===== src/rtl/mem_port_arbiter.sv =====
// Shares one single-ported memory between fetch (IF) and data (DM) requesters.
// Optional `MEM_ARB_PERF_CNT_EN adds per-requester stall-cycle counters.
module mem_port_arbiter #(
    parameter int ADDR_W     = 64,
    parameter int DATA_W     = 64,
    parameter int STARVE_MAX = 4
) (
    input  logic              clk,
    input  logic              reset,
    input  logic              if_req,
    input  logic [ADDR_W-1:0] if_addr,
    output logic              if_gnt,
    output logic              if_rvalid,
    output logic [31:0]       if_rdata,
    input  logic              dm_req,
    input  logic              dm_we,
    input  logic [ADDR_W-1:0] dm_addr,
    input  logic [DATA_W-1:0] dm_wdata,
    output logic              dm_gnt,
    output logic              dm_rvalid,
    output logic [DATA_W-1:0] dm_rdata,
    output logic              mem_req,
    output logic              mem_we,
    output logic [ADDR_W-1:0] mem_addr,
    output logic [DATA_W-1:0] mem_wdata,
    input  logic              mem_rvalid,
    input  logic [DATA_W-1:0] mem_rdata,
    output logic              stall_if,
    output logic              stall_mem,
    output logic [31:0]       perf_if_wait,
    output logic [31:0]       perf_dm_wait
);

    typedef enum logic [1:0] {
        IDLE    = 2'd0,
        BUSY_IF = 2'd1,
        BUSY_DM = 2'd2
    } state_t;

    localparam logic [3:0] STARVE_LIM = 4'(STARVE_MAX);

    state_t     state;
    state_t     state_nxt;
    logic [3:0] starve_cnt;
    logic       win_if;
    logic       win_dm;

    // DM has priority unless fetch has been passed over STARVE_MAX times.
    always_comb begin
        win_if = 1'b0;
        win_dm = 1'b0;
        if (reset && state == IDLE) begin
            if (if_req && dm_req) begin
                if (starve_cnt == STARVE_LIM) win_if = 1'b1;
                else                          win_dm = 1'b1;
            end else if (if_req) begin
                win_if = 1'b1;
            end else if (dm_req) begin
                win_dm = 1'b1;
            end
        end
    end

    always_ff @(posedge clk) begin
        if (!reset) state <= IDLE;
        else        state <= state_nxt;
    end

    always_comb begin
        state_nxt = state;
        case (state)
            IDLE: begin
                if (win_if)      state_nxt = BUSY_IF;
                else if (win_dm) state_nxt = BUSY_DM;
            end
            BUSY_IF: if (mem_rvalid) state_nxt = IDLE;
            BUSY_DM: if (mem_rvalid) state_nxt = IDLE;
            default: state_nxt = IDLE;
        endcase
    end

    always_ff @(posedge clk) begin
        if (!reset) begin
            starve_cnt <= 4'd0;
        end else if (win_if) begin
            starve_cnt <= 4'd0;
        end else if (win_dm && if_req && starve_cnt != STARVE_LIM) begin
            starve_cnt <= starve_cnt + 4'd1;
        end
    end

    always_comb begin
        if_gnt    = win_if;
        dm_gnt    = win_dm;
        mem_req   = win_if | win_dm;
        mem_we    = 1'b0;
        mem_addr  = '0;
        mem_wdata = '0;
        if (win_dm) begin
            mem_we    = dm_we;
            mem_addr  = dm_addr;
            mem_wdata = dm_wdata;
        end else if (win_if) begin
            mem_addr  = if_addr;
        end
        if_rvalid = reset && state == BUSY_IF && mem_rvalid;
        dm_rvalid = reset && state == BUSY_DM && mem_rvalid;
        if_rdata  = reset ? mem_rdata[31:0] : 32'd0;
        dm_rdata  = reset ? mem_rdata : '0;
        stall_if  = reset & if_req & ~if_rvalid;
        stall_mem = reset & dm_req & ~dm_rvalid;
    end

`ifdef MEM_ARB_PERF_CNT_EN
    always_ff @(posedge clk) begin
        if (!reset) begin
            perf_if_wait <= 32'd0;
            perf_dm_wait <= 32'd0;
        end else begin
            perf_if_wait <= perf_if_wait + {31'd0, stall_if};
            perf_dm_wait <= perf_dm_wait + {31'd0, stall_mem};
        end
    end
`else
    assign perf_if_wait = 32'd0;
    assign perf_dm_wait = 32'd0;
`endif

endmodule


===== config.mk =====
export PLATFORM = sky130hd
export DESIGN_NAME = mem_port_arbiter
export DESIGN_NICKNAME = d
export VERILOG_FILES = /design/src/rtl/mem_port_arbiter.sv
export SDC_FILE = /design/constraint.sdc
export NUM_CORES = 1
export LEC_CHECK = 0
export ABC_AREA = 1
export CORE_AREA = 2 2 216 218
export CTS_CLUSTER_SIZE = 20
export DETAILED_ROUTE_END_ITERATION = 10
export DIE_AREA = 0 0 218 220
export DONT_BUFFER_PORTS = 1
export GPL_TIMING_DRIVEN = 0
export HOLD_SLACK_MARGIN = 0.03
export PLACE_DENSITY_LB_ADDON = 0.25
export SETUP_SLACK_MARGIN = 0.3
export SLEW_MARGIN = 20
export SYNTH_ARGS = -nofsm -noshare
export SYNTH_HDL_FRONTEND = slang
export SYNTH_SLANG_ARGS = --single-unit
export TNS_END_PERCENT = 1

===== constraint.sdc =====
create_clock -name clk -period 1.68 [get_ports clk]
set_clock_uncertainty 0.2 [all_clocks]
set_input_delay 0.336 -clock clk [delete_from_list [all_inputs] [get_ports clk]]
set_output_delay 0.336 -clock clk [all_outputs]
set_load 0.1 [all_outputs]

Word level (Yosys, flattened, before mapping)
Index checks and enable logic that the tools add are counted.
{"block": "word_totals", "regBits": 6, "input_bits": 262, "out_inout_bits": 296, "wordCells": 48}
{"block": "op_classes", "n_addsub": 1, "eq_ne": 6, "muxes": 19, "bitwise": 8, "reduce_logical": 12}
{"cell": "2-to-1 mux 64 bit", "count": 4}
{"cell": "2-to-1 mux 32 bit", "count": 1}
{"cell": "2-to-1 mux 1 bit", "count": 10}
{"cell": "logical AND 1 bit", "count": 8}
{"cell": "2-to-1 mux 2 bit", "count": 3}
{"cell": "adder 4 x 1 -> 4 bit, second input constant", "count": 1}
{"cell": "AND 1 bit", "count": 4}
{"cell": "equality test 4 x 3 -> 1 bit, second input constant", "count": 1}
{"cell": "inequality test 4 x 3 -> 1 bit, second input constant", "count": 1}
{"cell": "case mux 2 bit (2 select lines)", "count": 1}
{"cell": "OR reduction 2 bit", "count": 2}
{"cell": "inequality test 3 bit, second input constant", "count": 1}
{"cell": "inverter 1 bit", "count": 3}
{"cell": "equality test 2 x 1 -> 1 bit, second input constant", "count": 1}
{"cell": "equality test 2 bit, second input constant", "count": 1}
{"cell": "logical NOT 2 bit", "count": 1}
{"cell": "inequality test 2 x 1 -> 1 bit, second input constant", "count": 1}
{"cell": "AND reduction 2 bit", "count": 1}
{"cell": "bitwise OR 1 bit", "count": 1}

Logic depth before layout (Yosys ltp)
{"block": "logic_depth", "word_depth": 7, "depth_mapped": 10}

Worst setup path after synthesis
No wires, ideal clock.
{"block": "synth_timing", "kind": "reg-to-output", "startpoint": "reg state[0]", "endpoint": "out mem_wdata[0]", "arrival_ps": 2444, "t_required_ps": 1144, "slack_ps": -1300, "stages_incl_launch_ff": 9, "n_path_buf": 2, "path_cell_list": "dfxtp_1 -> inv_1 -> ha_1 -> nand3_2 -> inv_2 -> nand2_1 -> buf_2 -> buf_6 -> nor2_1"}
{"block": "synth_between", "elab_chain_cells": 4}
{"item": "start: declaration", "line_no": "42", "rtl": "state_t state;"}
{"item": "start signal: assignment", "line_no": "66", "rtl": "else state <= state_nxt;"}
{"item": "logical NOT 2 bit", "line_no": "52", "rtl": "if (reset && state == IDLE) begin"}
{"item": "logical AND 1 bit", "line_no": "52"}
{"item": "2-to-1 mux 1 bit", "line_no": "52"}
{"item": "2-to-1 mux 64 bit", "line_no": "99", "rtl": "if (win_dm) begin"}
{"item": "end: declaration", "line_no": "25", "rtl": "output logic [DATA_W-1:0] mem_wdata,"}
No other way between the ends.

Final worst setup path
{"block": "layout_timing", "startpoint": "reg starve_cnt[0]", "endpoint": "out mem_wdata[43]"}
{"block": "layout_between", "elab_chain_cells": 5}
{"item": "start: declaration", "line_no": "44", "rtl": "logic [3:0] starve_cnt;"}
{"item": "start signal: assignment", "line_no": "88", "rtl": "starve_cnt <= starve_cnt + 4'd1;"}
{"item": "equality test 4 x 3 -> 1 bit", "line_no": "54", "rtl": "if (starve_cnt == STARVE_LIM) win_if = 1'b1;"}
{"item": "2-to-1 mux 1 bit", "line_no": "54"}
{"item": "2-to-1 mux 1 bit", "line_no": "53", "rtl": "if (if_req && dm_req) begin"}
{"item": "2-to-1 mux 1 bit", "line_no": "52"}
{"item": "2-to-1 mux 64 bit", "line_no": "99"}
No other way between the ends.

==> qor.yml <==
cap_violations: 0
dp_slack_ps: -934
routed_via_density: 2.87
cts.hold.buffers_added: 0
rsz0062_at_grt: "yes"
period_needed_ps: 2530
worst_pin_slew_ps: 987
fin_ws_ps: -847
violations: "negative setup slack"
min_period_over_period: 1.50
grt_usage: 0.0656
htree_levels: 1
fin_hold_ws_ps: 87.8
cp-end-kind: "output port"
max_stage_delay_ps: 540
critPathLaunch: "starve_cnt[0]"
syn_to_final_growth_pct: 111
reg2reg_from: "state[1]"
fp.dieH_um: 220
instances_no_fill: 1333
dp.cells: 1319
row_count: 79
grt_pass1_wl_um: 22800
setup_viol: 232
hold_class: "in2reg"
cp_slowest_cell: "nor2_4"
avgSynthCellArea_um2: 4.94
finalHoldViolCount: 0
clock_path_buffers: 2
wl_um: 18000
drt_iter0_markers: 77
diodes: 0
start_util: 0.0699
peakVddDrop_mv: 0.525
layout.nets: 995
worstHoldStart: "if_req"
synth_area_um2: 3200
core-area_um2: 45900
gp_congestion: 0.827
critPathMaxFanout: 7
antenna_found_initial: 0
grt_max_degree: 11
clkLatencyLatePin_ps: 230
dr.pass1.iters: 4
r2r_cells: 9
hold_depth: 2
drc_errors: 0
cp_data_required_time_ps: 1140
cts.clk_slew.worst_paths_ps: 30
detail_route.wl_per_cell_um: 13.5
max_freq_mhz: 396
die-area_um2: 48000
port_buffers: 0
arrival_ps: 1990
critPathKind: "reg2out"
via_count: 3826
outcome: "finished, violations left"
drive_gt1_frac: 0.628
final_util: 0.148
ys_ff_latch: 6
grt_pass1_vias: 3565
ant_nets: 0
yosysSeqAreaShare: 0.0375
cts_tree: "built"
clockRootBuffer: "clkbuf_16"
cp.depth: 7
slew_headroom: 0.340
start_kind: "flop"
grt.overflow.total: 0
cp_num_buf_inv: 3
leakagePower_uw: 0.00272
yosysWarnings: 0
synth_cells: 649
io_pins: 558
synth_cell_types: 19
cts_sinks: 6
dpl.hpwl_um: 14900
die_w_um: 218
slew_violations: 0
cts_buffers: 3
crit_family: "simple AND/OR/NAND/NOR gates"
powerDensity_nw_per_um2: 1180
worstPathCellList: "inv_4 > ha_4 > nand4_1 > nand2_8 > buf_12 > buf_16 > nor2_4"
==> repair_timing <==
item / 4_1_cts / 5_1_grt
setup buffers: 0 / 8
pin swaps: 64 / 29
gates cloned: 0 / 3
resized for setup: 206 / 76
setup endpoints to repair: 238 / 238
==> sequential cells by signal, summed over array words and instances, names as in the netlist <==
name	cells
starve_cnt	4
state	2
==> synthesized netlist by cell type, drive strengths merged <==
cell,number,share of area
nor2,72,0.084
buf,120,0.30
clkbuf,5,0.0059
o21ai,1,0.0016
nand3,7,0.014
xor2,1,0.0027
dfxtp,6,0.037
inv,143,0.17
nand2,281,0.35
nand4,3,0.0059
ha,5,0.020
a21oi,4,0.0062
conb,1,0.0012
==> cells in the final DEF, fill, tap and decap left out, drive strengths merged <==
cell type,n
xor2,1
nand4,3
nor2,72
nand3,7
clkbuf,9
buf,130
inv,79
dfxtp,6
o21ai,1
conb,64
a21oi,4
clkinvlp,64
nand2,281
ha,5
==> final timing paths <==
path / endpoint / slack, ps
hold / removal: starve_cnt[1] / 90
setup / recovery: mem_wdata[43] / -850
setup reg to reg: state[0] / 180
hold reg to reg: starve_cnt[3] / 280
==> logic make-up after synthesis <==
family / share of synthesized area
AOI/OAI and AO/OA: 0.00781
and+or+nand+nor: 0.458
xor gates and xnor gates: 0.00273
DFF: 0.0375
other: 0.00117
buffers and inverters: 0.473
adders and majority gates: 0.0195
==> metrics by stage <==
stage          setup TNS [ps]  total power (uW)  instance area, um2
2_1_floorplan          -77730              6370                4480
3_3_place_gp          -130200              6810                5240
3_5_place_dp          -131910              6800                5240
4_1_cts               -144520              7840                6430
5_1_grt               -142860              8270                6770
6_report              -126800              8010                6770
==> per-layer routing <==
metal	share of wire	global-route usage	vias to the layer above
li1	-	-	1804
met1	0.31	0.0601	1694
met2	0.57	0.140	314
met3	0.092	0.0117	14
met4	0.028	0.0245	0
met5	0	0	-
==> layout make-up <==
| type | count | area, um2 |
|---|---|---|
| inverter | 143 | 787 |
| multi-input combinational | 438 | 3600 |
| clock buffer | 3 | 75.1 |
| sequential | 6 | 130 |
| tap | 607 | 759 |
| buffer | 125 | 1290 |
| fill | 5219 | 39100 |
| timing repair buffer | 11 | 135 |
==> power breakdown <==
| group | leakage [uW] | internal (uW) | total, uW | switching [uW] |
|---|---|---|---|---|
| clock | 0.0000370 | 306 | 385 | 79.7 |
| combinational | 0.00263 | 1260 | 7440 | 6180 |
| sequential | 0.0000510 | 169 | 190 | 20.8 |
| total | 0.00272 | 1730 | 8010 | 6280 |
No activity file was read; power rests on OpenSTA's default activity.
